[src/rtl/imu_seq_pkg.sv]
// imu_seq_pkg: shared states, init table and IMU constants for the read sequencer
package imu_seq_pkg;
  typedef enum logic [3:0] {
    BOOT, INIT_CMD, INIT_DATA, XFER_WAIT, IDLE, RD_CMD, RD_DATA, PUBLISH, BACKOFF
  } state_e;
  typedef struct packed {
    logic [7:0] r;
    logic [7:0] d;
  } init_entry_t;
  localparam int INIT_LEN = 4;
  localparam init_entry_t INIT_TBL [INIT_LEN] = '{
    '{8'h6B, 8'h00}, '{8'h1A, 8'h03}, '{8'h1B, 8'h00}, '{8'h1C, 8'h00}
  };
  localparam logic [7:0] IMU_REG_ACCEL_XOUT_H = 8'h3B;
  localparam int IMU_BURST_LEN = 14;
  localparam int BACKOFF_CYCLES = 1000;
endpackage

[src/rtl/imu_sample_tick.sv]
// imu_sample_tick: free-running modulo-PERIOD counter, one-cycle tick at PERIOD-1 while enabled
module imu_sample_tick #(
  parameter int PERIOD = 100000
) (
  input  logic clk_i,
  input  logic rst_i,
  input  logic en_i,
  output logic tick_o
);
  logic [31:0] cnt_q;
  assign tick_o = en_i & (cnt_q == 32'(PERIOD - 1));
  // counter held at zero until enabled, then wraps on every tick
  always_ff @(posedge clk_i or negedge rst_i)
    if (!rst_i) cnt_q <= '0;
    else cnt_q <= (!en_i || tick_o) ? '0 : cnt_q + 32'd1;
endmodule

[src/rtl/imu_read_sequencer.sv]
// imu_read_sequencer: IMU init + periodic 14-byte burst read over i2c_master; IMU_SEQ_RETRY_EN enables NACK retries
module imu_read_sequencer
  import imu_seq_pkg::*;
#(
`ifdef IMU_SEQ_RETRY_EN
  parameter int RETRY_MAX = 3,
`endif
  parameter logic [6:0] SLAVE_ADDR = 7'h68,
  parameter int SAMPLE_PERIOD = 100000,
  parameter int STARTUP_CYCLES = 10000000
) (
  input  logic               clk_i,
  input  logic               rst_i,
  output logic [6:0]         slave_addr_o,
  output logic [7:0]         reg_addr_o,
  output logic [4:0]         byte_len_o,
  output logic [7:0]         wdata_o,
  output logic               rw_mode_o,
  output logic               cmd_valid_o,
  output logic               write_valid_o,
  output logic               read_valid_o,
  input  logic               cmd_ready_i,
  input  logic               write_ready_i,
  input  logic               read_ready_i,
  input  logic [7:0]         data_i,
  input  logic               valid_i,
  input  logic               busy_i,
  input  logic               nack_i,
  output logic signed [15:0] accel_x_o,
  output logic signed [15:0] accel_y_o,
  output logic signed [15:0] accel_z_o,
  output logic signed [15:0] temp_o,
  output logic signed [15:0] gyro_x_o,
  output logic signed [15:0] gyro_y_o,
  output logic signed [15:0] gyro_z_o,
  output logic               sample_valid_o,
  output logic               init_done_o,
  output logic               err_o,
  output logic               overrun_o
);
  state_e      state_q, state_d;
  logic [31:0] tmr_q;
  logic [1:0]  idx_q, idx_d;
  logic [3:0]  cnt_q, cnt_d;
  logic        busy_q, init_done_q, init_done_d, err_q, err_d, sv_q, rw_q;
  logic [7:0]  reg_q, wd_q;
  logic [4:0]  len_q;
  logic [7:0]  buf_q [IMU_BURST_LEN];
  logic [15:0] word_q [7];
  logic        tick, fall, in_rd, give_up;
`ifdef IMU_SEQ_RETRY_EN
  logic [7:0]  retry_q, retry_d;
  assign give_up = retry_q >= 8'(RETRY_MAX);
`else
  assign give_up = 1'b1;
`endif

  imu_sample_tick #(.PERIOD(SAMPLE_PERIOD)) u_tick (
    .clk_i (clk_i),
    .rst_i (rst_i),
    .en_i  (init_done_q),
    .tick_o(tick)
  );

  assign fall           = busy_q & ~busy_i;
  assign in_rd          = state_q inside {RD_CMD, RD_DATA, PUBLISH} ||
                          (rw_q && state_q inside {XFER_WAIT, BACKOFF});
  assign slave_addr_o   = SLAVE_ADDR;
  assign reg_addr_o     = reg_q;
  assign byte_len_o     = len_q;
  assign wdata_o        = wd_q;
  assign rw_mode_o      = rw_q;
  assign cmd_valid_o    = state_q inside {INIT_CMD, RD_CMD};
  assign write_valid_o  = state_q == INIT_DATA;
  assign read_valid_o   = state_q == RD_DATA && cnt_q < 4'(IMU_BURST_LEN);
  assign sample_valid_o = sv_q;
  assign init_done_o    = init_done_q;
  assign err_o          = err_q;
  assign overrun_o      = tick & in_rd;
  assign accel_x_o      = word_q[0];
  assign accel_y_o      = word_q[1];
  assign accel_z_o      = word_q[2];
  assign temp_o         = word_q[3];
  assign gyro_x_o       = word_q[4];
  assign gyro_y_o       = word_q[5];
  assign gyro_z_o       = word_q[6];

  // next-state: transaction sequencing, completion on busy falling edge, NACK backoff
  always_comb begin
    state_d     = state_q;
    idx_d       = idx_q;
    cnt_d       = cnt_q;
    init_done_d = init_done_q;
    err_d       = err_q;
`ifdef IMU_SEQ_RETRY_EN
    retry_d     = retry_q;
`endif
    case (state_q)
      BOOT:      if (tmr_q == 32'(STARTUP_CYCLES - 1)) begin
                   state_d = INIT_CMD;
                   idx_d   = '0;
                 end
      INIT_CMD:  if (cmd_ready_i) state_d = INIT_DATA;
      INIT_DATA: if (write_ready_i) state_d = XFER_WAIT;
      XFER_WAIT: if (fall) begin
                   if (nack_i) state_d = BACKOFF;
                   else begin
`ifdef IMU_SEQ_RETRY_EN
                     retry_d = '0;
`endif
                     if (rw_q) state_d = PUBLISH;
                     else if (idx_q == 2'(INIT_LEN - 1)) begin
                       init_done_d = 1'b1;
                       state_d     = IDLE;
                     end else begin
                       idx_d   = idx_q + 2'd1;
                       state_d = INIT_CMD;
                     end
                   end
                 end
      IDLE:      if (tick) state_d = RD_CMD;
      RD_CMD:    begin
                   cnt_d = '0;
                   if (cmd_ready_i) state_d = RD_DATA;
                 end
      RD_DATA:   if (valid_i) begin
                   cnt_d = cnt_q + 4'd1;
                   if (cnt_q == 4'(IMU_BURST_LEN - 1)) state_d = XFER_WAIT;
                 end
      PUBLISH:   state_d = IDLE;
      BACKOFF:   if (tmr_q == 32'(BACKOFF_CYCLES - 1)) begin
                   state_d = give_up ? (rw_q ? IDLE : INIT_CMD) : (rw_q ? RD_CMD : INIT_CMD);
                   err_d   = err_q | give_up;
                   if (give_up && !rw_q) idx_d = '0;
`ifdef IMU_SEQ_RETRY_EN
                   retry_d = give_up ? '0 : retry_q + 8'd1;
`endif
                 end
      default:   state_d = BOOT;
    endcase
    // a NACK can also end the transfer before the data phase finishes
    if (fall && nack_i && state_q inside {INIT_DATA, RD_DATA}) state_d = BACKOFF;
  end

  // state, counters, transaction fields latched on entering a command, buffer and published words
  always_ff @(posedge clk_i or negedge rst_i)
    if (!rst_i) begin
      state_q     <= BOOT;
      tmr_q       <= '0;
      idx_q       <= '0;
      cnt_q       <= '0;
      busy_q      <= 1'b0;
      init_done_q <= 1'b0;
      err_q       <= 1'b0;
      sv_q        <= 1'b0;
      rw_q        <= 1'b0;
      reg_q       <= '0;
      wd_q        <= '0;
      len_q       <= '0;
`ifdef IMU_SEQ_RETRY_EN
      retry_q     <= '0;
`endif
      for (int i = 0; i < IMU_BURST_LEN; i++) buf_q[i] <= '0;
      for (int k = 0; k < 7; k++) word_q[k] <= '0;
    end else begin
      state_q     <= state_d;
      tmr_q       <= (state_d != state_q) ? '0 : tmr_q + 32'd1;
      idx_q       <= idx_d;
      cnt_q       <= cnt_d;
      busy_q      <= busy_i;
      init_done_q <= init_done_d;
      err_q       <= err_d;
      sv_q        <= state_q == PUBLISH;
`ifdef IMU_SEQ_RETRY_EN
      retry_q     <= retry_d;
`endif
      if (state_d == INIT_CMD) begin
        rw_q  <= 1'b0;
        len_q <= 5'd1;
        reg_q <= INIT_TBL[idx_d].r;
        wd_q  <= INIT_TBL[idx_d].d;
      end else if (state_d == RD_CMD) begin
        rw_q  <= 1'b1;
        len_q <= 5'(IMU_BURST_LEN);
        reg_q <= IMU_REG_ACCEL_XOUT_H;
        wd_q  <= '0;
      end
      if (read_valid_o && valid_i) buf_q[cnt_q] <= data_i;
      if (state_q == PUBLISH)
        for (int k = 0; k < 7; k++) word_q[k] <= {buf_q[2*k], buf_q[2*k+1]};
    end
endmodule

[config.mk]
export PLATFORM = sky130hd
export DESIGN_NAME = imu_read_sequencer
export DESIGN_NICKNAME = d
export VERILOG_FILES = /design/src/rtl/imu_seq_pkg.sv /design/src/rtl/imu_sample_tick.sv /design/src/rtl/imu_read_sequencer.sv
export SDC_FILE = /design/constraint.sdc
export NUM_CORES = 1
export LEC_CHECK = 0
export ABC_AREA = 1
export CORE_MARGIN = 10
export CORE_UTILIZATION = 38
export CTS_CLUSTER_DIAMETER = 120
export DETAILED_ROUTE_END_ITERATION = 16
export GPL_ROUTABILITY_DRIVEN = 0
export GPL_TIMING_DRIVEN = 0
export SYNTH_ARGS = -nofsm -noshare
export SYNTH_HDL_FRONTEND = slang
export SYNTH_SLANG_ARGS = --single-unit
[constraint.sdc]
create_clock -name clk_i -period 3.5 [get_ports clk_i]
set_input_delay 0.35 -clock clk_i [delete_from_list [all_inputs] [get_ports clk_i]]
set_output_delay 0.35 -clock clk_i [all_outputs]
set_load 0.1 [all_outputs]
# Yosys cells after proc, flatten, opt, wreduce, memory -nomap -nowiden
# Cells that the tools add are included.
# totals
output_inout_bits	148
input_bits	16
regBits	324
word_cells	127
# op_classes
add_sub_neg	4
n_bitwise	8
eq_ne	17
reduce_logical	19
order_cmp	4
mux	41
# op_table
op	n
$bwmux W112	1
$add A32 B1 Y32 const B	2
$mux W32	2
$mux W4	12
$mux W8	5
$pmux W4 S9	1
$bmux W16 S2	1
$demux W8 S4	1
$eq A32 B10 Y1 const B	1
$eq A32 B17 Y1 const B	1
$eq A32 B24 Y1 const B	1
$mux W16	2
$eq A4 B3 Y1 const B	5
$mux W2	7
$mux W5	2
$reduce_bool A2 Y1	5
$mux W3	3
$eq A4 B1 Y1 const B	2
$eq A4 B2 Y1 const B	2
$eq A4 B4 Y1 const B	2
$pmux W4 S2	1
$logic_and A1 B1 Y1	6
$pmux W2 S3	1
$ge A5 B5 Y1 const B	1
19 further kinds	26

# Longest topological paths before layout
# logic_depth
ltp_word	11
depth_mapped	16
ltp_nobuf	15

# Modules after synthesis
# A second synthesis with hierarchy kept.
# unflattened
hier_cells	1711
hier_area_um2	14207.4
# modules_own_cells
mod	area_each_um2	n_inst	seq_area_each_um2	cells_per_inst
imu_read_sequencer	12059.1	1	7006.7	1382
imu_sample_tick	2148.3	1	800.8	329

# Worst setup path before layout
# No wires, ideal clock.
# synth_path
path_type	flip-flop to flip-flop
startpoint	register state_q[0]
endpoint	register tmr_q[14]
synth_period_minus_slack_ps	3020
path_slack_ps	480
required_ps	3372
arrival_time_ps	2892
setup_time_ps	128
path_stages_with_launch	16
n_path_buf	1
path_cell_list	dfrtp_1 -> inv_2 -> nand2_1 -> nor2_1 -> nand2_1 -> nand3_1 -> nor2_1 -> nand2_1 -> inv_1 -> nand3_2 -> nand2_1 -> nand2_1 -> nand2_1 -> nand2_2 -> buf_8 -> nor2_4
# synth_between
elab_chain_len	6
elab_cells_between_ends	24
classes_between	eq/ne: 9; mux: 12; reduce/logical: 3
# synth_lines
element	line	source
start: declaration	imu_read_sequencer.sv:41	state_e state_q, state_d;
start signal: assignment	imu_read_sequencer.sv:166	state_q <= state_d;
$eq A4 B2 Y1 *	n/a	
net write_valid_o	imu_read_sequencer.sv:20	output logic write_valid_o,
parallel branches: the longest is 2 deep, another holds $pmux W4 S9	n/a	
$mux W4 *	imu_read_sequencer.sv:142	if (fall && nack_i && state_q inside {INIT_DATA, RD_DATA}) state_d = BACKOFF;
$ne A4 B4 Y1 *	imu_read_sequencer.sv:167	tmr_q <= (state_d != state_q) ? '0 : tmr_q + 32'd1;
$mux W32 *	imu_read_sequencer.sv:167	
end signal: assignment	imu_read_sequencer.sv:167	
end: declaration	imu_read_sequencer.sv:42	logic [31:0] tmr_q;
# Mark *: on every way through the listed nets, which the timed path passes.
# A chain may end at the register's enable or synchronous reset.

# Final worst setup path
# layout_path
startpoint	register state_q[0]
endpoint	output read_valid_o
# layout_between
elab_chain_len	2
# layout_lines
element	line	source
$eq A4 B3 Y1	imu_read_sequencer.sv:75	assign read_valid_o = state_q == RD_DATA && cnt_q < 4'(IMU_BURST_LEN);
$logic_and A1 B1 Y1	imu_read_sequencer.sv:75	
end: declaration	imu_read_sequencer.sv:21	output logic read_valid_o,
# No other way between the ends.

==> impl_metrics.toml <==
[timing]
rsz0062_at_grt = "no"
fin_crit_ns = 3.223
relSlewSlack_pct = 26.32
maxSlewViolCount = 0
worst_slack_ns = 0.2775
post-route-period-util_pct = 92.07
fmax_ghz = 0.3103
hold_ws_ns = 0.3199
hold_viol = 0
setup_violations = 0
setup_tns_ns = 0
tightest_slew_ns = 1.102
finClkSkew_ns = 0.01517

[logic_synthesis]
seq_area_frac_synth_pct = 57.17
synth_cell_types = 39
synth_seq_cells = 312
synthXorXnorAreaFrac_pct = 1.860
synth_edf_count = 0
synth_fa_ha_area_share_pct = 0.5498
synth_compound_area_share_pct = 6.670
synthCells = 1579
async_flop_share_pct = 100.0
ys_warn_count = 0
yosys.area_share.simple_pct = 27.67
synth.avg_cell_area_um2 = 8.648
synth_top_family_by_area = "simple AND/OR/NAND/NOR gates"
synth.area.mux_share_pct = 0
synthFlopType = "dfrtp_1"
netlist_area_um2 = 13660

[place]
pre_cts_ws_ns = 0.5434
io_buffers = 147
hpwlAfterDp_um = 25320
place_area_um2 = 15810

[floorplanning]
die_x_um = 209.6
std_cell_rows = 69
start_util_pct = 38.49
ios = 164
die_h_um = 209.6
core-area_um2 = 35480
die_area_um2 = 43920

[drt]
vias_per_cell = 4.757
first_iter_violations = 704
dr.pass1.iters = 5
vias = 10770
final_antenna_net_count = 0
post_drt_wl_per_cell_um = 15.82
routed_wl_um = 35800
drc = 0

[cts]
htreeDepth = 2
root_buffer = "clkbuf_16"
tritoncts = "done"
clk_pin_slew_worst_paths_ns = 0.06
clk_latency_ns = 0.51
post_cts_buffers = 0
cts.sinks = 312
cts_buffers = 34
ctsLongestPathBuffers = 3

[grt]
met1_usage_pct = 21.27
use_met3_pct = 3.653
grt_usage_pct = 16.12
grt_pass1_wl_um = 58380
antenna_found_initial = 0
grt_pass1_vias = 10860
grt-ovfl-total = 0
grt_max_degree = 109
top_usage_layer = "met2"
use_met2_pct = 26.29

[worst_hold_path]
min_from = "busy_i"
hp-class = "in -> reg"
holdPathEnd = "busy_q$_DFF_PN0_"
min_path_cells = 1

[status]
status = "finished, final reports clean"

[power]
power.leakage_nw = 8.218
ir_drop_mv = 0.2442
power_density_nw_per_um2 = 445.5

[layout]
diodes = 0
design_area_um2 = 17020
nNetsFinal = 1800
multi_input_area_um2 = 5075
drive_above_1_share_pct = 9.267
final_util_pct = 47.95
ff_latch_area_um2 = 7807
area_delta_synth_final_pct = 24.60
n_fill_cell = 3433

[setup_path]
ff2ff_path_depth = 7
start_kind = "flip-flop"
critical_path.max_fanout = 5
r2r-start = "state_q[3]$_DFF_PN0_"
worstSetupPathType = "reg -> out"
worst_ep_arrival_time_ns = 2.87
crit_path_end_kind = "primary output"
reg2reg_slack_ns = 0.87
reg2reg_to = "gyro_x_o[7]$_DFFE_PN0P_"
required_ns = 3.15

[job]
maxCapViolCount = 0
## how the worst max path moves through the flow
stage | cells after the start | start | slack (ns) | endpoint
floorplan | 15 | state_q[0]$_DFF_PN0_ | 0.48 | tmr_q[14]$_DFF_PN0_
global placement | 1 | rst_i | -11.67 | accel_y_o[6]$_DFFE_PN0P_
detailed placement | 8 | u_tick.cnt_q[0]$_DFF_PN0_ | 0.54 | overrun_o
CTS | 6 | state_q[0]$_DFF_PN0_ | 0.25 | read_valid_o
global route | 6 | state_q[0]$_DFF_PN0_ | 0.11 | read_valid_o
finish | 6 | state_q[0]$_DFF_PN0_ | 0.28 | read_valid_o
## Yosys cell counts (5+ instances only)
library cell / count / area (µm²)
buf_2: 9 / 45.04
nor4_1: 7 / 43.79
a21oi_1: 33 / 165.2
nor2_1: 116 / 435.4
buf_4: 19 / 142.6
nand4_1: 19 / 118.9
nand2_1: 587 / 2203
nand2_2: 12 / 75.07
clkbuf_1: 41 / 153.9
xor2_1: 26 / 227.7
o21ai_0: 96 / 480.5
nor2_4: 35 / 394.1
nand3_1: 41 / 205.2
nor3_1: 27 / 135.1
inv_1: 108 / 405.4
ha_1: 6 / 75.07
o21a_1: 5 / 37.54
dfrtp_1: 312 / 7807
o21ai_1: 31 / 155.2
inv_2: 7 / 26.28
nor2_2: 10 / 62.56
## what timing repair did
| item | 4_1_cts | 5_1_grt |
|---|---|---|
| hold buffers | 1 | 0 |
| endpoints found under the setup margin | 1 | 0 |
| hold endpoints to repair | 102 | 0 |
| resized for setup | 1 | 0 |
## metrics by stage
stage | std cells | total power [mW]
after floorplan | 1592 | 3.774
after global routing | 2263 | 7.863
after CTS | 2263 | 7.696
after detailed placement | 2202 | 3.898
after global placement | 2200 | 3.895
final | 2263 | 7.580
## metal layers
metal,vias up,part of all wire (%)
met4,0,1.7
met5,-,0
met3,40,5.4
li1,5338,-
met1,5177,46
met2,211,47
## critical path, stage by stage (launching register included)
cell and delay [ns]:
dfrtp_1 0.45, inv_2 0.15, nand2_1 0.12, nor2_2 0.23
o21ai_0 0.15, inv_1 0.07, clkdlybuf4s50_1 1.20
## placed cells by master (no fill, tap or decap), types with 4 or more instances in the layout
| cell | Yosys | routed |
|---|---|---|
| buf_4 | 19 | 19 |
| ha_1 | 6 | 6 |
| clkinv_2 | 0 | 8 |
| nor2_1 | 116 | 116 |
| buf_2 | 9 | 9 |
| a21oi_1 | 33 | 33 |
| nor2_4 | 35 | 35 |
| nor3_1 | 27 | 27 |
| nor4_1 | 7 | 7 |
| buf_8 | 3 | 4 |
| clkbuf_1 | 41 | 42 |
| o21ai_1 | 31 | 31 |
| nand2_2 | 12 | 12 |
| o21a_1 | 5 | 5 |
| o21ai_0 | 96 | 96 |
| inv_1 | 108 | 108 |
| nand3_1 | 41 | 41 |
| clkbuf_16 | 0 | 35 |
| conb_1 | 2 | 15 |
| nand2_1 | 587 | 587 |
| nor2_2 | 10 | 10 |
| clkdlybuf4s50_1 | 0 | 145 |
| nand4_1 | 19 | 19 |
| dfrtp_1 | 312 | 312 |
| inv_2 | 7 | 7 |
| xor2_1 | 26 | 26 |
| clkbuf_8 | 0 | 11 |
## flip-flops by register name (all words and copies together), names as in the netlist
name and count:
busy_q 1, init_done_o 1, gyro_y_o 16, gyro_z_o 16, u_tick.cnt_q 32, byte_len_o 2, cnt_q 4, err_o 1
accel_z_o 16, accel_x_o 16, gyro_x_o 16, accel_y_o 16, sample_valid_o 1, state_q 4, tmr_q 32, wdata_o 1
temp_o 16, buf_q 112, idx_q 2, reg_addr_o 7
## final cells by class
type	count	share of cell area (%)
buffer	72	2.272
clock buffer	47	6.059
clock inverter	13	0.9560
inverter	116	2.559
multi-input combinational	1092	29.83
sequential	312	45.89
tap	461	3.390
timing repair buffer	150	9.052
## where the power goes
part	switching [mW]	leakage, nW	total [mW]	internal (mW)
Clock	1.47	0.599	3.75	2.29
Sequential	0.000219	4.31	3.61	3.61
Combinational	0.184	3.31	0.219	0.0357
Total	1.65	8.22	7.58	5.93
## cell families after synthesis
group | after synthesis
XOR/XNOR | 29
buffers and inverters | 188
other | 2
flip-flops | 312
AO/OA/AOI/OAI | 175
adder cells (fa/ha/maj) | 6
AND/OR/NAND/NOR | 867
(Power assumes the default switching activity.)
